`src/rtl/reg_cmd_master.sv`:
```
// reg_cmd_master
// ---------------------------------------------------------------------------
// Command-sequencing master and the only initiator of the register bank.
// Commands arrive on a valid/ready port and are queued in a small circular
// FIFO. They issue to the bank one at a time. Read data is returned on a
// single-entry valid/ready response slot.
//
// Handshake semantics:
//   Command port : a command is pushed at a rising edge where
//                  cmd_valid & cmd_ready. cmd_ready is !full. While the FIFO
//                  is full, cmd_valid is ignored.
//   Response port: rsp_valid stays high and rsp_data stays stable until an
//                  edge where rsp_valid & rsp_ready. rsp_data keeps its value
//                  until the next read capture.
//   Bank port    : a transfer is accepted at an edge where reg_sel &
//                  reg_ready. A write completes at that edge. For a read, the
//                  data arrives on reg_rdata in the following cycle. The bank
//                  drops reg_ready for that cycle and raises it again only at
//                  an edge where reg_sel is high.
//
// Ports:
//   clk, rstn                   clock, synchronous active-low reset
//   cmd_valid/ready/wr/addr/wdata  command input port
//   rsp_valid/ready/data        read response output port
//   reg_sel/wr/addr/wdata       registered request outputs to the bank
//   reg_rdata, reg_ready        bank read data and ready
//   busy                        FSM not idle or FIFO non-empty
//   fifo_level                  FIFO occupancy
// ---------------------------------------------------------------------------
module reg_cmd_master #(
   parameter int ADDR_WIDTH = 8,
   parameter int DATA_WIDTH = 16,
   parameter int FIFO_DEPTH = 4,
   localparam int LVL_W     = $clog2(FIFO_DEPTH + 1)
) (
   input  logic                  clk,
   input  logic                  rstn,
   input  logic                  cmd_valid,
   output logic                  cmd_ready,
   input  logic                  cmd_wr,
   input  logic [ADDR_WIDTH-1:0] cmd_addr,
   input  logic [DATA_WIDTH-1:0] cmd_wdata,
   output logic                  rsp_valid,
   input  logic                  rsp_ready,
   output logic [DATA_WIDTH-1:0] rsp_data,
   output logic                  reg_sel,
   output logic                  reg_wr,
   output logic [ADDR_WIDTH-1:0] reg_addr,
   output logic [DATA_WIDTH-1:0] reg_wdata,
   input  logic [DATA_WIDTH-1:0] reg_rdata,
   input  logic                  reg_ready,
   output logic                  busy,
   output logic [LVL_W-1:0]      fifo_level
);

   localparam int PTR_W = (FIFO_DEPTH > 1) ? $clog2(FIFO_DEPTH) : 1;
   // FIFO entry layout: {wr, addr, wdata}
   localparam int ENT_W = 1 + ADDR_WIDTH + DATA_WIDTH;

   typedef enum logic [1:0] {
      S_IDLE    = 2'd0,
      S_ISSUE   = 2'd1,
      S_RD_WAIT = 2'd2
   } state_t;

   // ------------------------------------------------------------------
   // State
   // ------------------------------------------------------------------
   state_t                state_q, state_d;
   logic [PTR_W-1:0]      wr_ptr_q, wr_ptr_d;
   logic [PTR_W-1:0]      rd_ptr_q, rd_ptr_d;
   logic [LVL_W-1:0]      level_q, level_d;
   logic [ENT_W-1:0]      fifo_mem_q [FIFO_DEPTH];
   logic [ENT_W-1:0]      fifo_mem_d [FIFO_DEPTH];
   logic                  reg_sel_q, reg_sel_d;
   logic                  reg_wr_q, reg_wr_d;
   logic [ADDR_WIDTH-1:0] reg_addr_q, reg_addr_d;
   logic [DATA_WIDTH-1:0] reg_wdata_q, reg_wdata_d;
   logic                  rsp_valid_q, rsp_valid_d;
   logic [DATA_WIDTH-1:0] rsp_data_q, rsp_data_d;

   // ------------------------------------------------------------------
   // FIFO status and head decode
   // ------------------------------------------------------------------
   logic                  fifo_full;
   logic                  fifo_empty;
   logic                  push;
   logic                  pop;
   logic [ENT_W-1:0]      head;
   logic                  head_wr;
   logic [ADDR_WIDTH-1:0] head_addr;
   logic [DATA_WIDTH-1:0] head_wdata;
   logic                  load_ok;

   assign fifo_full  = (level_q == LVL_W'(FIFO_DEPTH));
   assign fifo_empty = (level_q == '0);
   assign push       = cmd_valid & ~fifo_full;

   assign head       = fifo_mem_q[rd_ptr_q];
   assign head_wr    = head[ENT_W-1];
   assign head_addr  = head[ENT_W-2 -: ADDR_WIDTH];
   assign head_wdata = head[DATA_WIDTH-1:0];

   // A read may only start when the response slot is empty. The slot then
   // cannot be overwritten by the read's capture. Writes produce no
   // response, so a held response never blocks them.
   assign load_ok = ~fifo_empty & (head_wr | ~rsp_valid_q);

   // ------------------------------------------------------------------
   // Sequencer next-state logic
   // ------------------------------------------------------------------
   always_comb begin
      state_d     = state_q;
      pop         = 1'b0;
      reg_sel_d   = reg_sel_q;
      reg_wr_d    = reg_wr_q;
      reg_addr_d  = reg_addr_q;
      reg_wdata_d = reg_wdata_q;
      rsp_valid_d = rsp_valid_q;
      rsp_data_d  = rsp_data_q;

      if (rsp_valid_q && rsp_ready) begin
         rsp_valid_d = 1'b0;
      end

      case (state_q)
         S_IDLE: begin
            if (load_ok) begin
               pop         = 1'b1;
               state_d     = S_ISSUE;
               reg_sel_d   = 1'b1;
               reg_wr_d    = head_wr;
               reg_addr_d  = head_addr;
               reg_wdata_d = head_wdata;
            end
         end

         S_ISSUE: begin
            // Without reg_ready every issue register simply holds.
            if (reg_ready) begin
               if (reg_wr_q) begin
                  // The write completes at this edge. Chain the next head
                  // directly so back-to-back writes run at one per cycle.
                  if (load_ok) begin
                     pop         = 1'b1;
                     reg_wr_d    = head_wr;
                     reg_addr_d  = head_addr;
                     reg_wdata_d = head_wdata;
                  end else begin
                     state_d   = S_IDLE;
                     reg_sel_d = 1'b0;
                  end
               end else begin
                  // reg_sel stays high through RD_WAIT. The bank re-raises
                  // its ready only at an edge where sel is high.
                  state_d = S_RD_WAIT;
               end
            end
         end

         S_RD_WAIT: begin
            // The bank's read data is valid in exactly this cycle.
            rsp_data_d  = reg_rdata;
            rsp_valid_d = 1'b1;
            state_d     = S_IDLE;
            reg_sel_d   = 1'b0;
         end

         default: begin
            state_d   = S_IDLE;
            reg_sel_d = 1'b0;
         end
      endcase
   end

   // ------------------------------------------------------------------
   // FIFO next-state logic
   // ------------------------------------------------------------------
   always_comb begin
      fifo_mem_d = fifo_mem_q;
      wr_ptr_d   = wr_ptr_q;
      rd_ptr_d   = rd_ptr_q;
      level_d    = level_q;

      if (push) begin
         fifo_mem_d[wr_ptr_q] = {cmd_wr, cmd_addr, cmd_wdata};
         // The depth is a power of 2, so the pointers wrap naturally.
         wr_ptr_d = wr_ptr_q + PTR_W'(1);
      end
      if (pop) begin
         rd_ptr_d = rd_ptr_q + PTR_W'(1);
      end

      case ({push, pop})
         2'b10:   level_d = level_q + LVL_W'(1);
         2'b01:   level_d = level_q - LVL_W'(1);
         default: level_d = level_q;
      endcase
   end

   // ------------------------------------------------------------------
   // Registers
   // ------------------------------------------------------------------
   always_ff @(posedge clk) begin
      if (!rstn) begin
         // Reset abandons any in-flight read and flushes queued commands.
         state_q     <= S_IDLE;
         wr_ptr_q    <= '0;
         rd_ptr_q    <= '0;
         level_q     <= '0;
         for (int i = 0; i < FIFO_DEPTH; i++) begin
            fifo_mem_q[i] <= '0;
         end
         reg_sel_q   <= 1'b0;
         reg_wr_q    <= 1'b0;
         reg_addr_q  <= '0;
         reg_wdata_q <= '0;
         rsp_valid_q <= 1'b0;
         rsp_data_q  <= '0;
      end else begin
         state_q     <= state_d;
         wr_ptr_q    <= wr_ptr_d;
         rd_ptr_q    <= rd_ptr_d;
         level_q     <= level_d;
         fifo_mem_q  <= fifo_mem_d;
         reg_sel_q   <= reg_sel_d;
         reg_wr_q    <= reg_wr_d;
         reg_addr_q  <= reg_addr_d;
         reg_wdata_q <= reg_wdata_d;
         rsp_valid_q <= rsp_valid_d;
         rsp_data_q  <= rsp_data_d;
      end
   end

   // ------------------------------------------------------------------
   // Outputs
   // ------------------------------------------------------------------
   assign cmd_ready  = ~fifo_full;
   assign rsp_valid  = rsp_valid_q;
   assign rsp_data   = rsp_data_q;
   assign reg_sel    = reg_sel_q;
   assign reg_wr     = reg_wr_q;
   assign reg_addr   = reg_addr_q;
   assign reg_wdata  = reg_wdata_q;
   assign busy       = (state_q != S_IDLE) | ~fifo_empty;
   assign fifo_level = level_q;

endmodule

```
`config.mk`:
```
export PLATFORM = sky130hd
export DESIGN_NAME = reg_cmd_master
export DESIGN_NICKNAME = d
export VERILOG_FILES = /design/src/rtl/reg_cmd_master.sv
export SDC_FILE = /design/constraint.sdc
export NUM_CORES = 1
export LEC_CHECK = 0
export ABC_AREA = 1
export BUFFER_PORTS_ARGS = -buffer_cell sky130_fd_sc_hd__buf_2
export CAP_MARGIN = 20
export CORE_ASPECT_RATIO = 1.4
export CORE_MARGIN = 4
export CORE_UTILIZATION = 30
export DETAILED_ROUTE_END_ITERATION = 12
export SLEW_MARGIN = 20
export SYNTH_ARGS = -nofsm -noshare
export SYNTH_HDL_FRONTEND = slang
export SYNTH_SLANG_ARGS = --single-unit
```
`constraint.sdc`:
```
create_clock -name clk -period 2.17 [get_ports clk]
set_input_delay 0.3255 -clock clk [delete_from_list [all_inputs] [get_ports clk]]
set_output_delay 0.3255 -clock clk [all_outputs]
set_load 0.01 [all_outputs]
```
==> results of run 1 <==
-- cells by family (layout without fill, tap and decap cells) --
logic type / Yosys count / after routing / synth area share, %
DFF: 152 / 152 / 48.36
and+or+nand+nor: 253 / 253 / 17.18
buffers and inverters: 131 / 220 / 8.690
adders and majority gates: 6 / 6 / 1.312
AOI/OAI and AO/OA: 307 / 307 / 24.46
-- report_power, final --
part           total [mW]  leakage (nW)  switching, mW  internal, mW
sequential           3.47          1.24          0.224          3.25
clock                2.80         0.271           1.28          1.51
combinational        3.18          1.53           2.08          1.10
total                9.45          3.04           3.59          5.86
-- cell usage in the layout, fill, tap and decap left out, types with 2 or more instances in the layout --
cell,n
nor2_2,2
a21oi_1,183
nand3_1,55
clkinv_4,4
o21ai_0,122
nand2_4,2
buf_12,2
inv_1,62
inv_6,8
nand2_2,3
nand3_2,3
buf_2,93
inv_2,2
buf_4,26
nor2_1,41
clkbuf_16,17
inv_8,2
dfxtp_1,150
ha_1,5
nand2_1,144
-- worst reg2reg max path, cell delays in order, from the launching register on --
cell	delay (ns)
dfxtp_1	0.34
inv_1	0.14
nand3_1	0.19
nand2_4	0.15
nor3_4	0.04
ha_1	0.22
fa_1	0.40
a21oi_1	0.13
o21ai_0	0.11
o21ai_0	0.15
a21oi_1	0.05
-- worst min-delay path by stage --
| stage | from | endpoint | slack, ns | cells after the start |
|---|---|---|---|---|
| finish | reg_rdata[3] | rsp_data[3] | 0.12 | 3 |
| floorplan | fifo_mem_q[26] | fifo_mem_q[26] | 0.43 | 2 |
| CTS | reg_rdata[3] | rsp_data[3] | 0.11 | 3 |
| global placement | fifo_mem_q[52] | fifo_mem_q[52] | 0.44 | 2 |
| global route | reg_rdata[7] | rsp_data[7] | 0.12 | 3 |
| detailed placement | fifo_mem_q[34] | fifo_mem_q[34] | 0.44 | 2 |
-- stage by stage --
step | setup slack, ns | power, mW | area [um^2]
after global routing | 0.003483 | 10.12 | 7586
after detailed placement | 0.04752 | 6.741 | 7025
final | 0.1275 | 9.446 | 7586
after global placement | 0.06786 | 6.710 | 7025
after floorplan | 0.06404 | 5.700 | 6292
after CTS | 0.03335 | 9.570 | 7581
-- registers in the layout, indices dropped and copies added (netlist names) --
name	cells
reg_sel	1
wr_ptr_q	2
rsp_data	16
rsp_valid	1
reg_addr	8
fifo_mem_q	100
reg_wr	1
state_q	2
fifo_level	3
reg_wdata	16
rd_ptr_q	2
-- routing by layer --
metal / vias up / share of wire [%] / track usage, %
met5: - / 0.083 / 0
met4: 4 / 2.5 / 6.904
met3: 31 / 4.9 / 3.826
met2: 142 / 48 / 24.34
met1: 2597 / 45 / 18.22
li1: 2976 / - / -
-- final cells by class --
cell class	instances	area, um^2
Fill cell	2109	12970
Sequential cell	152	3048
Multi-Input combinational cell	566	2703
Timing Repair Buffer	121	700.7
Clock buffer	18	429.2
Tap cell	256	320.3
Inverter	67	259.0
Clock inverter	14	126.4
-- what timing repair did --
item	in CTS	in global routing
hold buffers	0	0
gates resized for setup	0	3
endpoints found under the setup margin	0	1
==> metrics.txt, run 1 <==
status=completed; Syn Inst Count=849; Clk pin slew, worst setup/hold paths=roughly 0.070 ns; fin cells=~1200; Worst Path Arrival=about 2.4 ns; GRT Total Usage=around 15%; Clk Latency, worst-skew pair=0.43 ns; number of synthesized flops with an enable pin=0; Max Cap Viol=0; clock skew=0.01588 ns; count leader, synth=a21oi_1; vias in the first global route=approximately 5400; CP Cell Sequence=inv_1 -> nand3_1 -> nand2_4 -> nor3_4 -> ha_1 -> fa_1 -> a21oi_1 -> o21ai_0 -> o21ai_0 -> a21oi_1; crit-path max cell delay=0.40 ns; Final Cycle Share=94.12%; die height=179.4 um; flops & latches, synth=152; Post-DRT Antenna Nets=0; CP endpoint kind=flip-flop; CORE AREA=0.02056 mm^2; setup TNS=0 ns; Final nets=slightly below 1000; crit path time final=~2.0 ns; CP Buf/Inv Count=1; Max Buffers Root-to-Sink=2; largest area contributor in the netlist=dfxtp_1; Max Fanout on Critical Path=5; I/O Pins=94; Syn Nets=901; top-area cell type share of the netlist area=between 40% and 50%; Antenna diodes=0; largest net degree at the start of global routing=55; Levels on crit path=10; GP Congestion=slightly below 0.8; CTS Buf Count=17; Syn. warnings=0; FF-to-FF setup slack=approximately 0.13 ns; average size of a mapped cell=7.411 um^2; CP startpoint=fifo_level[0]; Post-synth top cells=a21oi_1 (183), dfxtp_1 (152), nand2_1 (144); Req. time, crit path=2.47 ns; first-pass GRT wire length=27.50 mm; CTS root buf=clkbuf_16; final hold viol count=0; fmax=489.6 MHz; WHS=0.1219 ns; Synth Flop Type=dfxtp_1; worst ir drop on vdd=0.6063 mV; final WL=approximately 17 mm; Final Slew Violations=0; drt first pass iters=4; synth unique cells=27; FF-to-FF End=fifo_level[2]; RSZ-0062 raised after global routing=no; Pwr per Cell Area=1245 mW/mm^2; share of cells above drive strength 1=a little under a fifth; First DRT Iteration DRCs=320; asr flop ratio synth=0%; clock sink count=between 150 and 200; worst slew pin tran=between 0.4 and 0.5 ns; reg2reg start=fifo_level[0]; Remaining DRCs=0; Die Area=around 0.023 mm^2; Crit Path Class=flip-flop to flip-flop; Worst slew margin=between 60% and 70%; Leak=3.042 nW; DP Cell Count=1162; DP Wirelength=11.19 mm; Buffers on Ports=93; Syn Std Cell Area=0.006292 mm^2; Die Span X=130.4 um; initial antenna violation count=2; R2R depth=10; Hold Crit Class=primary input to flip-flop; CP delay by family, top=adder cells; Setup crit start kind=flip-flop; Setup Viol. Count Final=0; htree depth=4; row count=62; CTS tree=yes; Via density=4.816; Finished Core Util=36.90%; Setup Fix Bufs, Post-CTS=0; Via Count=roughly 5800; Layout area overhead=20.56%; Crit-path slowest cell=fa_1; grt total ovfl=0; Synth area leaders=dfxtp_1 (48%), a21oi_1 (15%), o21ai_0 (9.7%); Worst Setup EP=fifo_level[2]; register area share after synthesis=48.36%; WL/cell=~14 um; starting density of the core=between 30% and 40%
Note: power is estimated with default switching activity, not from simulation.
==> inputs of run 2 (changes only) <==
Settings changed: RECOVER_POWER set to 50.
==> run 2 against run 1 <==
  * Critical path depth stayed put
  * Design area down 1.0%
  * Count of clock-buffer cells in the layout did not move
  * Via count hardly changed
  * Non-clock buffer count is the same
  * Clock skew down 0.0027 ns
  * Combinational power is 3% lower
  * Worst hold slack got worse by 0.0017 ns
  * Largest power group unchanged
  * Wire length barely moved
  * Critical path type unchanged
  * Critical endpoint unchanged
  * Power down 0.73%
  * Core utilization down 0.38 points
  * Die area unchanged
==> metrics.txt, run 2 (synthesis gave the netlist of run 1 again) <==
Antenna diodes=0 (unchanged); Setup crit start kind=flip-flop; reg2reg start=fifo_level[0]; Crit-path slowest cell=fa_1; largest net degree at the start of global routing=55 (unchanged); Remaining DRCs=0 (unchanged); First DRT Iteration DRCs=320 (unchanged); most frequent cells in the layout=a21oi_1 (183), dfxtp_1 (150), nand2_1 (146); clock skew=0.01323 ns (-0.002653 ns); number of flip-flops in the largest register=100 (unchanged); Layout area overhead=19.31%; Via Count=5753 (+0.052%); initial antenna violation count=2 (unchanged); DP Wirelength=11.19 mm (unchanged); row count=62 (unchanged); hold path startpoint=reg_rdata[3]; Clk pin slew, worst setup/hold paths=0.07 ns (about the same); CTS root buf=clkbuf_16; Fill cells=2130 (+1.0%); Clk Latency, worst-skew pair=0.43 ns (about the same); setup TNS=0 ns (unchanged); first-pass GRT wire length=27.50 mm (unchanged); Max Buffers Root-to-Sink=2 (unchanged); most common cell after layout, fill and taps aside=a21oi_1; GP Congestion=0.7931 (unchanged); Post-DRT Antenna Nets=0 (unchanged); multi-input logic area=0.002698 mm^2 (-0.19%); RSZ-0062 raised after global routing=no; htree depth=4 (unchanged); Max Cap Viol=0 (unchanged); share of cells above drive strength 1=12.79% (-5.2 points); Finished Core Util=36.52% (-0.38 points); WL/cell=14.17 um (about the same); FF+latch area=0.003048 mm^2 (unchanged); Max Fanout on Critical Path=5 (unchanged); CP startpoint=fifo_level[0]; total power draw=9.377 mW (-0.73%); Hold Crit Class=primary input to flip-flop; Req. time, crit path=2.48 ns (about the same); Via density=4.818 (about the same); final WL=16.91 mm (about the same); Pwr per Cell Area=1249 mW/mm^2 (+0.32%); status=completed; Final Slew Violations=0 (unchanged); drt first pass iters=5 (+1); worst slew pin tran=0.6496 ns (+0.1582 ns); Crit Path Class=flip-flop to flip-flop; PostCTS Resize Cnt=0 (unchanged); vias in the first global route=5408 (unchanged); CORE AREA=0.02056 mm^2 (unchanged); Worst slew margin=56.69% (-11 points); final hold viol count=0 (unchanged); worst ir drop on vdd=0.5571 mV (-8.1%); starting density of the core=30.61% (unchanged); Worst Path Arrival=2.36 ns (about the same); GRT Total Usage=14.86% (unchanged); Setup Viol. Count Final=0 (unchanged); CTS Buf Count=17 (unchanged); Setup Fix Bufs, Post-CTS=0 (unchanged); Die Area=0.02339 mm^2 (unchanged); Final nets=977 (unchanged); clock sink count=152 (unchanged); crit-path max cell delay=0.40 ns (about the same); Most flops, register=fifo_mem_q; CTS tree=yes; fmax=488.1 MHz (-0.30%); I/O Pins=94 (unchanged); CP Cell Sequence=inv_1 -> nand3_1 -> nand2_4 -> nor3_4 -> ha_1 -> fa_1 -> a21oi_1 -> o21ai_0 -> o21ai_0 -> a21oi_1; die height=179.4 um (unchanged); Final Cycle Share=94.41% (+0.29 points); grt total ovfl=0 (unchanged); Leak=2.842 nW (-6.5%); CP endpoint kind=flip-flop; Buffers on Ports=93 (unchanged); Die Span X=130.4 um (unchanged); CTS Hold Bufs=0 (unchanged); crit path time final=2.049 ns (+0.006234 ns)
[run 2: changes by cell type in the layout (fill, tap and decap cells not counted)]
cell      previous run  this run
clkbuf_2             0         6
nand2_2              3         1
nand2_1            144       146
buf_4               26        20
clkbuf_1             1        48
buf_2               93        46
[run 2: layout make-up]
type,instances,share of cell area [%]
flip-flops and latches,152,40.60
multi-input cells,566,35.93
repair buffers,121,8.350
clock buffers,18,5.717
well taps,256,4.267
inverters,67,3.450
clock inverters,14,1.683
[run 2: per-layer routing]
layer	track usage (%)	routed length [um]
met1	18.22	7509
met5	0	14
met2	24.34	8188
met4	6.904	399
met3	3.826	802
[run 2: critical path: cells and delay by family (launching register included)]
kind                     cells  cell delay (ns)
AO/OA/AOI/OAI                4             0.44
adder cells (fa/ha/maj)      2             0.62
buffers and inverters        1             0.14
flip-flops                   1             0.34
AND/OR/NAND/NOR              3             0.38
[run 2: power breakdown]
part           total [mW]  switching [mW]  internal, mW  leakage [nW]
Clock                2.80            1.29          1.51         0.271
Sequential           3.48           0.230          3.25          1.24
Combinational        3.10            2.08          1.02          1.33
Total                9.38            3.60          5.77          2.84
[run 2: worst paths after layout]
check                   end  depth (start not counted)  slack, ns
min reg2reg  fifo_mem_q[34]                          2       0.45
max reg2reg   fifo_level[2]                         10       0.12
min             rsp_data[3]                          3       0.12
max           fifo_level[2]                         10       0.12
[run 2: through the flow]
step / hold WS, ns / setup slack (ns) / std cells / cell area (um^2)
floorplan: 0.4297 / 0.06404 / 849 / 6292
global placement: 0.4371 / 0.06786 / 1162 / 7025
detailed placement: 0.4413 / 0.04752 / 1162 / 7025
CTS: 0.1097 / 0.03335 / 1194 / 7581
global route: 0.1228 / 0.002876 / 1194 / 7507
finish: 0.1201 / 0.1213 / 1194 / 7507
